**src/rtl/mem_resp_pkg.sv**
```systemverilog
// Shared types and helpers for the wait-state memory responder.
package mem_resp_pkg;

   typedef enum logic [1:0] {
      IDLE = 2'd0,
      BUSY = 2'd1,
      RESP = 2'd2
   } state_e;

   localparam int WORD_BYTES = 4;
   localparam int WORD_SHIFT = $clog2(WORD_BYTES);
   localparam int WAIT_W     = 4;

   // Misaligned, below the base, or past the last word of the array.
   function automatic logic addr_err(input logic [31:0] adr,
                                     input logic [31:0] base,
                                     input int unsigned depth_log2);
      logic [31:0] off;
      off = adr - base;
      return (adr[WORD_SHIFT-1:0] != '0) || (adr < base) ||
             ((off >> WORD_SHIFT) >= (32'd1 << depth_log2));
   endfunction

endpackage

```
**src/rtl/mem_array.sv**
```systemverilog
// Word storage: synchronous write, combinational read at the presented index.
module mem_array #(
   parameter int DEPTH_LOG2 = 6
) (
   input  logic                  clk,
   input  logic                  we_i,
   input  logic [DEPTH_LOG2-1:0] idx_i,
   input  logic [31:0]           wdata_i,
   output logic [31:0]           rdata_o
);

   logic [31:0] mem_q [2**DEPTH_LOG2];

   always_ff @(posedge clk) begin
      if (we_i) mem_q[idx_i] <= wdata_i;
   end

   assign rdata_o = mem_q[idx_i];

endmodule

```
**src/rtl/mem_wait_responder.sv**
```systemverilog
// Single-outstanding memory responder with programmable wait states and
// error reporting for misaligned or unmapped word accesses.
module mem_wait_responder
   import mem_resp_pkg::*;
#(
   parameter int          DEPTH_LOG2  = 6,
   parameter int          WAIT_CYCLES = 2,
   parameter logic [31:0] BASE_ADDR   = 32'h0000_0000
) (
   input  logic        clk,
   input  logic        reset,
   input  logic        MemReq,
   input  logic [31:0] Adr,
   input  logic [31:0] WriteData,
   input  logic        MemWrite,
   output logic [31:0] ReadData,
   output logic        MemReady,
   output logic        MemErr,
   output logic        Busy
);

   state_e                state_q;
   logic [WAIT_W-1:0]     cnt_q;
   logic [DEPTH_LOG2-1:0] idx_q;
   logic [31:0]           wdata_q;
   logic                  write_q;
   logic                  err_q;
   logic [31:0]           rdata_q;
   logic                  ready_q;
   logic                  merr_q;
   logic                  busy_q;

   logic                  accept;
   logic                  in_err;
   logic [DEPTH_LOG2-1:0] in_idx;
   logic [DEPTH_LOG2-1:0] idx_d;
   logic [31:0]           wdata_d;
   logic                  write_d;
   logic                  err_d;
   logic                  enter_resp;
   logic                  arr_we;
   logic                  load_d;
   logic [31:0]           arr_rdata;

   assign accept = (state_q == IDLE) && MemReq;
   assign in_err = addr_err(Adr, BASE_ADDR, DEPTH_LOG2);
   assign in_idx = DEPTH_LOG2'((Adr - BASE_ADDR) >> WORD_SHIFT);

   // In IDLE the live request drives the array so a zero-wait access can
   // complete on the accepting edge; otherwise the latched copy is used.
   always_comb begin
      idx_d   = idx_q;
      wdata_d = wdata_q;
      write_d = write_q;
      err_d   = err_q;
      if (state_q == IDLE) begin
         idx_d   = in_idx;
         wdata_d = WriteData;
         write_d = MemWrite;
         err_d   = in_err;
      end
   end

   assign enter_resp = (accept && (WAIT_CYCLES == 0)) ||
                       ((state_q == BUSY) && (cnt_q == '0));
   // Reset on the edge into RESP drops the store.
   assign arr_we = enter_resp && write_d && !err_d && !reset;
   assign load_d = enter_resp && !write_d && !err_d;

   mem_array #(.DEPTH_LOG2(DEPTH_LOG2)) u_array (
      .clk     (clk),
      .we_i    (arr_we),
      .idx_i   (idx_d),
      .wdata_i (wdata_d),
      .rdata_o (arr_rdata)
   );

   always_ff @(posedge clk) begin
      if (reset) begin
         state_q <= IDLE;
         cnt_q   <= '0;
         idx_q   <= '0;
         wdata_q <= '0;
         write_q <= 1'b0;
         err_q   <= 1'b0;
         rdata_q <= '0;
         ready_q <= 1'b0;
         merr_q  <= 1'b0;
         busy_q  <= 1'b0;
      end else begin
         ready_q <= 1'b0;
         merr_q  <= 1'b0;
         if (accept) begin
            idx_q   <= in_idx;
            wdata_q <= WriteData;
            write_q <= MemWrite;
            err_q   <= in_err;
         end
         if (load_d) rdata_q <= arr_rdata;
         if (enter_resp) begin
            ready_q <= 1'b1;
            merr_q  <= err_d;
         end
         case (state_q)
            IDLE: begin
               if (MemReq) begin
                  busy_q <= 1'b1;
                  if (WAIT_CYCLES == 0) begin
                     state_q <= RESP;
                  end else begin
                     state_q <= BUSY;
                     cnt_q   <= WAIT_W'(WAIT_CYCLES - 1);
                  end
               end
            end
            BUSY: begin
               if (cnt_q == '0) state_q <= RESP;
               else             cnt_q   <= cnt_q - 1'b1;
            end
            RESP: begin
               state_q <= IDLE;
               busy_q  <= 1'b0;
            end
            default: state_q <= IDLE;
         endcase
      end
   end

   assign ReadData = rdata_q;
   assign MemReady = ready_q;
   assign MemErr   = merr_q;
   assign Busy     = busy_q;

endmodule

```
**config.mk**
```make
export PLATFORM = sky130hd
export DESIGN_NAME = mem_wait_responder
export DESIGN_NICKNAME = d
export VERILOG_FILES = /design/src/rtl/mem_resp_pkg.sv /design/src/rtl/mem_array.sv /design/src/rtl/mem_wait_responder.sv
export SDC_FILE = /design/constraint.sdc
export NUM_CORES = 2
export LEC_CHECK = 0
export ABC_AREA = 1
export CAP_MARGIN = 5
export CORE_MARGIN = 5
export CORE_UTILIZATION = 40
export CTS_BUF_LIST = sky130_fd_sc_hd__clkbuf_8 sky130_fd_sc_hd__clkbuf_16
export CTS_CLUSTER_SIZE = 28
export DETAILED_ROUTE_END_ITERATION = 16
export HOLD_SLACK_MARGIN = 0.06
export PLACE_DENSITY = 0.61
export SLEW_MARGIN = 10
export SYNTH_ARGS = -nofsm -noshare
export SYNTH_HDL_FRONTEND = slang
export SYNTH_SLANG_ARGS = --single-unit
```
**constraint.sdc**
```tcl
create_clock -name clk -period 5.45 [get_ports clk]
set_input_delay 0.545 -clock clk [delete_from_list [all_inputs] [get_ports clk]]
set_output_delay 0.545 -clock clk [all_outputs]
set_load 0.02 [all_outputs]
```
==> reports/metrics.yaml <==
grt_use_total_pct: 22.1
nNetsFinal: 8689
cts_buffers: 217
dieHeight_um: 485
worstPathMaxFanout: 33
p_leak_nw: 42.7
slew_violations: 0
drcViolationCount: 0
overflow: 0
skew_ns: 0.0787
clockRootBuffer: "clkbuf_16"
wl_per_cell_um: 22.6
drt-initial-drc-count: 7903
syn_area_sq_mm: 0.0901
rows: 174
core_area_sq_mm: 0.224
synth_cells: 8432
synth_area_leader_cell: "edfxtp_1"
worstSkewPairLatency_ns: 0.89
crit_slowest_cell: "inv_2"
start_kind: "flop"
routed_wirelength_mm: 266
synth_area_leaders: "edfxtp_1 68%, nand2_1 9.7%, inv_1 7.3%"
cp_num_buf_inv: 4
setup_tns_ns: 0
cts.sinks: 2129
slew_headroom_pct: 12.5
die-area_sq_mm: 0.235
final_layout_size_suffix_gt1_share_pct: 7.58
hold_class: "in -> reg"
antenna_left: 0
viasPerCell: 5.08
critPathKind: "reg -> reg"
netlist-cell-type-count: 33
floorplan.initialDensity_pct: 40.1
worstPathArrival_ns: 4.73
finalWorstSetupSlack_ns: 1.46
dp_slack_ns: 1.20
cts-resized-gates: 0
synth-async-reset-ratio_pct: 0
grt_pass1_vias: 55600
worst_slew_pin_slew_ns: 1.31
antenna_found_initial: 27
die_w_um: 485
cp_top_family: "simple AND/OR/NAND/NOR gates"
post-cts-setup-buffers: 0
ys_seq_area_share_pct: 70.1
pin_count: 103
cp.required_ns: 6.20
yosysMostFrequentCell: "nand2_1"
p_total_mw: 38.5
power_density_mw_per_mm2: 373
syn2layout_area_growth_pct: 14.5
synthTopCellsByCount: "2337 x nand2_1, 2048 x edfxtp_1, 1758 x inv_1"
syn-num-nets: 8502
min_period_ns: 3.99
path_clk_slew_ns: 0.06
dp_hpwl_mm: 164
slowest_delay_ns: 0.77
hold_violations: 0
ctsHoldBuffers: 0
outcome: "complete, no violations"
synth_area_per_cell_sq_um: 10.7
cts_tree: "built"
rsz0062_at_grt: "false"
dr_total_vias: 59900
end_kind: "flop"
post-route-period-util_pct: 73.2
synth_edf_count: 2048
port-buffer-count: 102
gp_routability_congestion: 0.911
grt_max_degree: 152
max-cap-violations: 0
yosys.area.top_type_share_pct: 68.3
grt_pass1_wl_mm: 384
max-vdd-ir-drop_uv: 328
cts_buffer_depth: 3
yosys_most_used_dff: "edfxtp_1"
htreeDepth: 4
path_cells: "nor2_4 > buf_4 > nand2_1 > o21ai_4 > nor3_4 > buf_4 > inv_2 > nor2_1 > nor2_1 > nand3_1 > nand2_1 > inv_1"
drt_first_pass_iters: 7
max_freq_mhz: 251
finalSetupViolCount: 0
ys_warn_count: 0
synth-seq-cells: 2129
-- cells in the final DEF (no fill, tap or decap), drive strengths merged, types with 2 or more instances in the layout --
master         count
clkbuf           229
a21oi              9
nor3              10
diode              8
dfxtp             81
nand4             29
ha                 2
o211ai           362
nand3            739
buf              260
clkdlybuf4s50    101
bufinv             9
nand2           2340
or2                3
edfxtp          2048
o22ai              3
inv             1834
o21ai            242
clkinv            92
nor2             401
-- logic make-up (layout without fill, tap and decap cells) --
| logic type | Yosys count | count (layout) | synth area share, % |
|---|---|---|---|
| buf+inv | 2160 | 2526 | 9.55 |
| simple gates | 3523 | 3523 | 15.9 |
| compound gates | 618 | 618 | 4.48 |
| fa+ha+maj | 2 | 2 | 0.0278 |
| other cells | 0 | 8 | 0 |
| flops | 2129 | 2129 | 70.1 |
-- layout make-up --
cell class	instances	area, sq um
diodes	8	20.0
well taps	2992	3740
multi-input cells	4143	19300
clock buffers	229	5630
repair buffers	361	3540
inverters	1767	6630
fillers	20100	121000
flip-flops and latches	2129	63100
clock inverters	169	1140
-- per-stage QoR --
| stage | hold WS (ns) | utilization (%) | cell area, sq um | std cells |
|---|---|---|---|---|
| final | 0.280 | 45.9 | 103000 | 11800 |
| after global routing | 0.277 | 45.9 | 103000 | 11800 |
| after CTS | 0.228 | 45.9 | 103000 | 11800 |
| after detailed placement | 0.479 | 42.9 | 96300 | 11400 |
| after global placement | 0.469 | 42.9 | 96300 | 11400 |
| after floorplan | 0.446 | - | 90100 | 8432 |
-- worst min-delay path, cell delays in order --
cell and delay [ns]:
clkdlybuf4s50_1 0.39, inv_1 0.07, o21ai_0 0.08
-- final timing paths --
| kind | startpoint | to | slack [ns] | depth (start not counted) |
|---|---|---|---|---|
| hold reg to reg | Busy | Busy | 0.49 | 2 |
| setup reg to reg | state_q[1] | ReadData[20] | 1.46 | 12 |
| setup / recovery | state_q[1] | ReadData[20] | 1.46 | 12 |
| hold / removal | Adr[5] | idx_q[3] | 0.28 | 3 |
-- power breakdown --
group / internal [mW] / switching [mW] / total (mW)
registers: 18.4 / 0.0365 / 18.4
clock network: 7.85 / 6.34 / 14.2
logic: 1.32 / 4.52 / 5.84
-- registers in the layout, indices dropped and copies added, names as in the netlist --
| name | cells |
|---|---|
| u_array.mem_q | 2048 |
| cnt_q | 4 |
| Busy | 1 |
| wdata_q | 32 |
| write_q | 1 |
| MemErr | 1 |
| MemReady | 1 |
| err_q | 1 |
| ReadData | 32 |
| state_q | 2 |
| idx_q | 6 |
-- per-layer routing --
metal | wire, um | global-route usage [%] | up-vias
met5 | 46 | 0 | -
met4 | 10900 | 8.42 | 8
met3 | 24700 | 3.92 | 426
met2 | 118000 | 33.7 | 2769
met1 | 112000 | 31.6 | 29000
li1 | - | - | 27700
Note: power is estimated with default switching activity, not from simulation.
